File: src/rtl/kgp_ctrl_pkg.sv
// Shared encodings for the KGP-RISC multi-cycle controller: opcodes, ALU ops,
// select codes, FSM states and the decoded control bundle.
package kgp_ctrl_pkg;

   localparam int CTRL_ALUOP_W = 4;

   localparam logic [5:0] OPC_RTYPE = 6'b000000;
   localparam logic [5:0] OPC_LW    = 6'b000001;
   localparam logic [5:0] OPC_SW    = 6'b000010;
   localparam logic [5:0] OPC_ADDI  = 6'b000011;
   localparam logic [5:0] OPC_COMPI = 6'b000100;
   localparam logic [5:0] OPC_B     = 6'b000101;
   localparam logic [5:0] OPC_BL    = 6'b000110;
   localparam logic [5:0] OPC_BCY   = 6'b000111;
   localparam logic [5:0] OPC_BNCY  = 6'b001000;
   localparam logic [5:0] OPC_BR    = 6'b001001;
   localparam logic [5:0] OPC_BLTZ  = 6'b001010;
   localparam logic [5:0] OPC_BZ    = 6'b001011;
   localparam logic [5:0] OPC_BNZ   = 6'b001100;

   // R-type funct values map one-to-one onto these ALU codes
   localparam logic [CTRL_ALUOP_W-1:0] ALU_ADD   = 4'd0;
   localparam logic [CTRL_ALUOP_W-1:0] ALU_COMP  = 4'd1;
   localparam logic [CTRL_ALUOP_W-1:0] ALU_XOR   = 4'd2;
   localparam logic [CTRL_ALUOP_W-1:0] ALU_AND   = 4'd3;
   localparam logic [CTRL_ALUOP_W-1:0] ALU_SHLL  = 4'd4;
   localparam logic [CTRL_ALUOP_W-1:0] ALU_SHRL  = 4'd5;
   localparam logic [CTRL_ALUOP_W-1:0] ALU_SHLLV = 4'd6;
   localparam logic [CTRL_ALUOP_W-1:0] ALU_SHRLV = 4'd7;
   localparam logic [CTRL_ALUOP_W-1:0] ALU_SHRA  = 4'd8;
   localparam logic [CTRL_ALUOP_W-1:0] ALU_SHRAV = 4'd9;
   localparam logic [CTRL_ALUOP_W-1:0] FN_LAST   = 4'd9;

   localparam logic [1:0] EXT_SIGN  = 2'b00;
   localparam logic [1:0] EXT_ZERO  = 2'b01;
   localparam logic [1:0] EXT_SHAMT = 2'b10;

   localparam logic [1:0] DEST_RD   = 2'b00;
   localparam logic [1:0] DEST_RT   = 2'b01;
   localparam logic [1:0] DEST_LINK = 2'b10;

   localparam logic [1:0] FLAG_NONE  = 2'b00;
   localparam logic [1:0] FLAG_ZERO  = 2'b01;
   localparam logic [1:0] FLAG_SIGN  = 2'b10;
   localparam logic [1:0] FLAG_CARRY = 2'b11;

   typedef enum logic [2:0] {
      ST_IDLE   = 3'd0,
      ST_DECODE = 3'd1,
      ST_EXEC   = 3'd2,
      ST_MEM    = 3'd3,
      ST_WB     = 3'd4,
      ST_TRAP   = 3'd5
   } state_e;

   typedef struct packed {
      logic [CTRL_ALUOP_W-1:0] alu_op;
      logic                    alu_src;
      logic [1:0]              ext_type;
      logic [1:0]              dest_sel;
      logic [1:0]              flag_sel;
      logic                    br_cond;
      logic                    br_neg;
      logic                    branch;
      logic                    go_to_reg;
      logic                    mem_access;
      logic                    mem_we;
      logic                    mem_to_reg;
      logic                    reg_write;
   } ctrl_t;

   localparam ctrl_t CTRL_NOP = '0;

endpackage

File: src/rtl/kgp_decode_rom.sv
// Combinational KGP-RISC decode table: opcode/funct to control bundle plus an
// illegal-encoding flag (undefined encodings always yield an all-zero bundle).
module kgp_decode_rom
   import kgp_ctrl_pkg::*;
#(
   parameter int OP_W    = 6,
   parameter int FUNCT_W = 10
) (
   input  logic [OP_W-1:0]    opcode_i,
   input  logic [FUNCT_W-1:0] funct_i,
   output ctrl_t              ctrl_o,
   output logic               illegal_o
);

   // Decode table
   always_comb begin
      ctrl_o    = CTRL_NOP;
      illegal_o = 1'b0;
      case (opcode_i)
         OP_W'(OPC_RTYPE): begin
            if (funct_i <= FUNCT_W'(FN_LAST)) begin
               ctrl_o.alu_op    = funct_i[CTRL_ALUOP_W-1:0];
               ctrl_o.dest_sel  = DEST_RD;
               ctrl_o.reg_write = 1'b1;
               case (funct_i[CTRL_ALUOP_W-1:0])
                  ALU_SHLL, ALU_SHRL, ALU_SHRA: begin
                     ctrl_o.alu_src  = 1'b1;
                     ctrl_o.ext_type = EXT_SHAMT;
                  end
                  default: ctrl_o.alu_src = 1'b0;
               endcase
            end else begin
               illegal_o = 1'b1;
            end
         end
         OP_W'(OPC_LW): begin
            ctrl_o.alu_op     = ALU_ADD;
            ctrl_o.alu_src    = 1'b1;
            ctrl_o.ext_type   = EXT_SIGN;
            ctrl_o.dest_sel   = DEST_RT;
            ctrl_o.mem_access = 1'b1;
            ctrl_o.mem_to_reg = 1'b1;
            ctrl_o.reg_write  = 1'b1;
         end
         OP_W'(OPC_SW): begin
            ctrl_o.alu_op     = ALU_ADD;
            ctrl_o.alu_src    = 1'b1;
            ctrl_o.ext_type   = EXT_SIGN;
            ctrl_o.mem_access = 1'b1;
            ctrl_o.mem_we     = 1'b1;
         end
         OP_W'(OPC_ADDI), OP_W'(OPC_COMPI): begin
            ctrl_o.alu_op    = (opcode_i == OP_W'(OPC_ADDI)) ? ALU_ADD : ALU_COMP;
            ctrl_o.alu_src   = 1'b1;
            ctrl_o.ext_type  = EXT_SIGN;
            ctrl_o.dest_sel  = DEST_RT;
            ctrl_o.reg_write = 1'b1;
         end
         OP_W'(OPC_B): ctrl_o.branch = 1'b1;
         OP_W'(OPC_BL): begin
            ctrl_o.branch   = 1'b1;
            ctrl_o.dest_sel = DEST_LINK;
         end
         OP_W'(OPC_BCY), OP_W'(OPC_BNCY): begin
            ctrl_o.branch   = 1'b1;
            ctrl_o.br_cond  = 1'b1;
            ctrl_o.br_neg   = (opcode_i == OP_W'(OPC_BNCY));
            ctrl_o.flag_sel = FLAG_CARRY;
         end
         OP_W'(OPC_BR): begin
            ctrl_o.go_to_reg = 1'b1;
            ctrl_o.dest_sel  = DEST_LINK;
            ctrl_o.reg_write = 1'b1;
         end
         OP_W'(OPC_BLTZ): begin
            ctrl_o.branch   = 1'b1;
            ctrl_o.br_cond  = 1'b1;
            ctrl_o.flag_sel = FLAG_SIGN;
         end
         OP_W'(OPC_BZ), OP_W'(OPC_BNZ): begin
            ctrl_o.branch   = 1'b1;
            ctrl_o.br_cond  = 1'b1;
            ctrl_o.br_neg   = (opcode_i == OP_W'(OPC_BNZ));
            ctrl_o.flag_sel = FLAG_ZERO;
         end
         default: illegal_o = 1'b1;
      endcase
   end

endmodule

File: src/rtl/kgp_multicycle_ctrl.sv
// KGP-RISC multi-cycle sequencer: IDLE/DECODE/EXEC/MEM/WB/TRAP with memory-ack
// timeout and retire counter. Define KGP_ILLEGAL_TRAP_EN to trap undefined encodings.
module kgp_multicycle_ctrl
   import kgp_ctrl_pkg::*;
#(
   parameter int OP_W     = 6,
   parameter int FUNCT_W  = 10,
   parameter int ALUOP_W  = 4,
   parameter int MEM_TO_W = 8,
   parameter int CNT_W    = 16
) (
   input  logic               clk_i,
   input  logic               rst_i,
   input  logic               instr_valid_i,
   output logic               instr_ready_o,
   input  logic [OP_W-1:0]    opcode_i,
   input  logic [FUNCT_W-1:0] funct_i,
   input  logic               flush_i,
   input  logic               mem_ack_i,
   output logic [ALUOP_W-1:0] alu_op_o,
   output logic               alu_src_o,
   output logic [1:0]         ext_type_o,
   output logic [1:0]         dest_sel_o,
   output logic [1:0]         flag_sel_o,
   output logic               br_cond_o,
   output logic               br_neg_o,
   output logic               branch_o,
   output logic               go_to_reg_o,
   output logic               alu_en_o,
   output logic               mem_req_o,
   output logic               mem_we_o,
   output logic               mem_to_reg_o,
   output logic               reg_we_o,
   output logic               busy_o,
   output logic               mem_timeout_o,
   output logic               illegal_trap_o,
   output logic [CNT_W-1:0]   retired_cnt_o
);

   // Last MEM cycle is the one whose increment would make the counter all-ones
   localparam logic [MEM_TO_W-1:0] TO_LAST = {{(MEM_TO_W-1){1'b1}}, 1'b0};

   state_e               state_q, state_d;
   logic [OP_W-1:0]      opcode_q;
   logic [FUNCT_W-1:0]   funct_q;
   ctrl_t                ctrl_q;
   ctrl_t                rom_ctrl_s;
   logic                 illegal_s;
   logic [MEM_TO_W-1:0]  to_cnt_q, to_cnt_d;
   logic [CNT_W-1:0]     retired_q;
   logic                 timeout_q;
   logic                 retire_s;
   logic                 timeout_s;
   logic                 accept_s;
   logic                 live_s;

   kgp_decode_rom #(
      .OP_W    (OP_W),
      .FUNCT_W (FUNCT_W)
   ) u_decode_rom (
      .opcode_i  (opcode_q),
      .funct_i   (funct_q),
      .ctrl_o    (rom_ctrl_s),
      .illegal_o (illegal_s)
   );

   assign accept_s = (state_q == ST_IDLE) && instr_valid_i && !flush_i;
   assign live_s   = !rst_i && !flush_i;

   // State register
   always_ff @(posedge clk_i) begin
      if (rst_i) begin
         state_q <= ST_IDLE;
      end else begin
         state_q <= state_d;
      end
   end

   // Next-state, retire and timeout decisions
   always_comb begin
      state_d   = state_q;
      to_cnt_d  = '0;
      retire_s  = 1'b0;
      timeout_s = 1'b0;
      case (state_q)
         ST_IDLE: begin
            if (accept_s) state_d = ST_DECODE;
            else          state_d = ST_IDLE;
         end
         ST_DECODE: begin
`ifdef KGP_ILLEGAL_TRAP_EN
            if (illegal_s) state_d = ST_TRAP;
            else           state_d = ST_EXEC;
`else
            state_d = ST_EXEC;
`endif
         end
         ST_EXEC: begin
            if (ctrl_q.mem_access) begin
               state_d = ST_MEM;
            end else if (ctrl_q.reg_write) begin
               state_d = ST_WB;
            end else begin
               state_d  = ST_IDLE;
               retire_s = 1'b1;
            end
         end
         ST_MEM: begin
            to_cnt_d = to_cnt_q + MEM_TO_W'(1);
            if (mem_ack_i) begin
               if (ctrl_q.mem_we) begin
                  state_d  = ST_IDLE;
                  retire_s = 1'b1;
               end else begin
                  state_d = ST_WB;
               end
            end else if (to_cnt_q == TO_LAST) begin
               state_d   = ST_IDLE;
               timeout_s = 1'b1;
            end else begin
               state_d = ST_MEM;
            end
         end
         ST_WB: begin
            state_d  = ST_IDLE;
            retire_s = 1'b1;
         end
         ST_TRAP: state_d = ST_IDLE;
         default: state_d = ST_IDLE;
      endcase
      // Flush overrides every in-flight outcome, including a same-cycle ack
      if (flush_i && (state_q != ST_IDLE)) begin
         state_d   = ST_IDLE;
         to_cnt_d  = '0;
         retire_s  = 1'b0;
         timeout_s = 1'b0;
      end else begin
         state_d = state_d;
      end
   end

   // Instruction latch, control bundle, timeout and retire counters
   always_ff @(posedge clk_i) begin
      if (rst_i) begin
         opcode_q  <= '0;
         funct_q   <= '0;
         ctrl_q    <= CTRL_NOP;
         to_cnt_q  <= '0;
         retired_q <= '0;
         timeout_q <= 1'b0;
      end else begin
         to_cnt_q  <= to_cnt_d;
         timeout_q <= timeout_s;
         if (accept_s) begin
            opcode_q <= opcode_i;
            funct_q  <= funct_i;
         end
         if ((state_q == ST_DECODE) && !flush_i) begin
            ctrl_q <= rom_ctrl_s;
         end
         if (retire_s) begin
            retired_q <= retired_q + CNT_W'(1);
         end
      end
   end

   assign instr_ready_o = (state_q == ST_IDLE) && !rst_i;
   assign busy_o        = (state_q != ST_IDLE);
   assign alu_en_o      = (state_q == ST_EXEC) && live_s;
   assign mem_req_o     = (state_q == ST_MEM)  && live_s;
   assign reg_we_o      = (state_q == ST_WB)   && live_s;
   assign mem_timeout_o = timeout_q;
   assign retired_cnt_o = retired_q;

   assign alu_op_o     = ALUOP_W'(ctrl_q.alu_op);
   assign alu_src_o    = ctrl_q.alu_src;
   assign ext_type_o   = ctrl_q.ext_type;
   assign dest_sel_o   = ctrl_q.dest_sel;
   assign flag_sel_o   = ctrl_q.flag_sel;
   assign br_cond_o    = ctrl_q.br_cond;
   assign br_neg_o     = ctrl_q.br_neg;
   assign branch_o     = ctrl_q.branch;
   assign go_to_reg_o  = ctrl_q.go_to_reg;
   assign mem_we_o     = ctrl_q.mem_we;
   assign mem_to_reg_o = ctrl_q.mem_to_reg;

`ifdef KGP_ILLEGAL_TRAP_EN
   assign illegal_trap_o = (state_q == ST_TRAP) && live_s;
`else
   logic unused_illegal_s;
   assign unused_illegal_s = illegal_s;
   assign illegal_trap_o   = 1'b0;
`endif

endmodule
File: config.mk
export PLATFORM = sky130hd
export DESIGN_NAME = kgp_multicycle_ctrl
export DESIGN_NICKNAME = d
export VERILOG_FILES = /design/src/rtl/kgp_ctrl_pkg.sv /design/src/rtl/kgp_decode_rom.sv /design/src/rtl/kgp_multicycle_ctrl.sv
export SDC_FILE = /design/constraint.sdc
export NUM_CORES = 1
export LEC_CHECK = 0
export CORE_ASPECT_RATIO = 0.5
export CORE_MARGIN = 2
export CORE_UTILIZATION = 49
export CTS_CLUSTER_SIZE = 40
export DETAILED_ROUTE_END_ITERATION = 10
export GPL_TIMING_DRIVEN = 0
export PLACE_DENSITY = 0.77
export SLEW_MARGIN = 10
export SYNTH_ARGS = -nofsm -noshare
export SYNTH_HDL_FRONTEND = slang
export SYNTH_SLANG_ARGS = --single-unit
export TNS_END_PERCENT = 1
File: constraint.sdc
create_clock -name clk_i -period 2.3 [get_ports clk_i]
set_input_delay 0.23 -clock clk_i [delete_from_list [all_inputs] [get_ports clk_i]]
set_output_delay 0.23 -clock clk_i [all_outputs]
set_load 0.03 [all_outputs]
==> results.py <==
metrics = {
    "sta": {
        "rsz0062_at_grt": "no",
        "report.final.slew_viol_count": 0,
        "slew_headroom_pct": 56.4,
        "min_period_over_period_pct": 97.0,
        "tns_ps": 0,
        "skew_ps": 6.06,
        "worst_slack_ps": 69.1,
        "setup_viol": 0,
        "max_freq_mhz": 448,
        "final_hold_viol_count": 0,
        "worst_pin_slew_ps": 648,
        "min_period_ps": 2230,
    },
    "global_route": {
        "grt_first_pass_wirelength_um": 12700,
        "antenna_found_initial": 0,
        "grt_max_degree": 12,
        "overflow": 0,
        "grt_use_total_pct": 24.1,
        "grt_pass1_vias": 2792,
    },
    "floorplan": {
        "start_util_pct": 49.8,
        "die_y_um": 59.1,
        "die_area_mm2": 0.00675,
        "ios": 61,
        "core_mm2": 0.00598,
        "fp-row-count": 20,
        "die_w_um": 114,
    },
    "synth": {
        "synth_edf_count": 0,
        "synth_simple_gate_area_share_pct": 28.8,
        "yosysTopAreaCellShare_pct": 41.7,
        "synth.distinct_cells": 56,
        "async_flop_share_pct": 0,
        "syn_area_per_cell_um2": 8.18,
        "synth_top_cells_by_count": "dfxtp_1, nand2_1, a21oi_1",
        "seq_area_frac_synth_pct": 41.7,
        "ys_warn_count": 0,
        "synthFlopType": "dfxtp_1",
        "synth.most_common_cell": "dfxtp_1",
        "synth_top_family_by_area": "simple AND/OR/NAND/NOR gates",
        "yosysTopAreaCell": "dfxtp_1",
        "synth_compound_area_share_pct": 17.3,
        "muxShareOfSynthArea_pct": 1.13,
        "synth_area_leaders": "dfxtp_1, a21oi_1, nand2_1",
        "synthAdderAreaFrac_pct": 1.26,
        "syn_area_mm2": 0.00298,
        "synthXorXnorAreaFrac_pct": 2.06,
        "synthCells": 364,
        "ys_ff_latch": 62,
    },
    "cells_and_area": {
        "instances_no_fill": 516,
        "layout.nets": 458,
        "fillers": 502,
        "diodes": 0,
        "drive_above_1_share_pct": 10.5,
        "area_growth_pct": 33.9,
        "final_util_pct": 66.7,
    },
    "clocking": {
        "cts_tree": "yes",
        "cts-root-buf": "clkbuf_16",
        "cts-htree-levels": 3,
        "numCtsBuffers": 9,
        "clk_latency_ps": 330,
        "clk_pin_slew_worst_paths_ps": 50,
        "postCtsHoldBufs": 0,
        "clkSinkCount": 62,
        "clockBufferDepth": 2,
    },
    "worst_setup_path": {
        "slowest_delay_ps": 480,
        "worstPathCellList": "clkbuf_4 > or4b_4 > or2_1 > buf_2 > inv_1 > clkbuf_4",
        "critPathMostFrequentCell": "clkbuf_4",
        "crit_type": "flop to output pin",
        "crit_path_start_kind": "flop",
        "cp.arrival_ps": 2000,
        "worstPathRequired_ps": 2070,
        "crit_slowest_cell": "or4b_4",
        "critical_path.max_fanout": 10,
        "end_kind": "output pin",
    },
    "run": {
        "drv_cap": 0,
    },
    "worst_hold_path": {
        "worstHoldPathType": "flop to flop",
    },
    "drt": {
        "drt-total-wl_um": 7590,
        "route.detailed.drc": 0,
        "num_vias": 2862,
        "wl_per_cell_um": 14.7,
        "drt_iter0_drc": 214,
        "highest_layer": "met4",
        "met3_length_um": 438,
        "ant_nets": 0,
        "wl_met2_um": 3690,
        "drt-pass1-iter-count": 4,
        "met1_length_um": 3390,
        "via_per_inst": 5.55,
    },
    "power": {
        "total_power_mw": 2.79,
        "vdd.ir_drop.worst_uv": 319,
        "leakage_nw": 1.42,
        "power.density_mw_per_mm2": 700,
    },
    "placed_design": {
        "hpwlAfterDp_um": 5510,
        "place_congestion": 0.882,
        "placed_cells": 500,
        "post-place-ws_ps": -394,
        "portBuffers": 58,
    },
    "outcome": {
        "status": "finished clean",
    },
}
-- worst max-delay path, delay by kind of cell (launching register included) --
kind	cells	cell delay (ps)
AND/OR/NAND/NOR	2	700
flip-flops	1	350
buffers and inverters	4	630
-- per-stage QoR --
step	cell area [µm²]	hold WS, ps
2_1_floorplan	2980	309
3_3_place_gp	3660	443
3_5_place_dp	3660	445
4_1_cts	3980	447
5_1_grt	3990	454
6_report	3990	448
-- state kept, by name, summed over array words and instances (netlist names), 2 cells and up --
| signal | cells |
|---|---|
| retired_cnt_o | 16 |
| funct_q | 10 |
| to_cnt_q | 8 |
| opcode_q | 6 |
| alu_op_o | 4 |
| state_q | 3 |
| ctrl_q | 2 |
| dest_sel_o | 2 |
| flag_sel_o | 2 |
-- layer usage --
metal  track usage, %  vias up
li1                 -     1434
met1             30.1     1337
met2             41.7       84
met3             4.91        7
met4             9.93        0
met5                0        -
-- area by class of cell --
class                           instances  area [µm²]  area share [%]
Multi-Input combinational cell        260        1520            38.1
Clock buffer                           11         243            6.09
Sequential cell                        62        1240            31.1
Clock inverter                          5        82.6            2.07
Tap cell                               77        96.3            2.42
Timing Repair Buffer                   58         574            14.4
Inverter                                5        18.8           0.471
Buffer                                 38         213            5.34
-- power by group --
part,switching (mW),internal (mW)
logic,0.135,0.0939
clock network,0.473,0.979
registers,0.0155,1.09
-- placed cells by master (no fill, tap or decap), types with 7 or more instances in the layout --
master	n
clkbuf_1	15
clkdlybuf4s50_1	54
o31ai_1	11
nor4_1	7
buf_4	11
a21oi_1	43
nor2_1	29
nand2b_1	7
nor2b_1	7
nand2_1	47
nand3_1	16
or4_1	10
dfxtp_1	62
clkbuf_16	9
-- timing repair --
action | in CTS | in global routing
resized for setup | 8 | 5
cloned | 0 | 0
setup buffers | 0 | 0
endpoints found under the setup margin | 4 | 1
-- path summary, 6_finish.rpt --
| check | startpoint | end | slack, ps | cells past startpoint |
|---|---|---|---|---|
| max | state_q[1] | mem_req_o | 70 | 6 |
| min | dest_sel_o[0] | dest_sel_o[0] | 450 | 2 |
| max reg2reg | opcode_q[5] | alu_src_o | 400 | 5 |
| min reg2reg | dest_sel_o[0] | dest_sel_o[0] | 450 | 2 |
-- cells by family after synthesis --
family	after synthesis
AO/OA/AOI/OAI	84
XOR/XNOR	7
adder cells (fa/ha/maj)	3
buffers and inverters	43
flip-flops	62
multiplexers	3
other	1
AND/OR/NAND/NOR	161
Power figures use the tool's default switching activity.
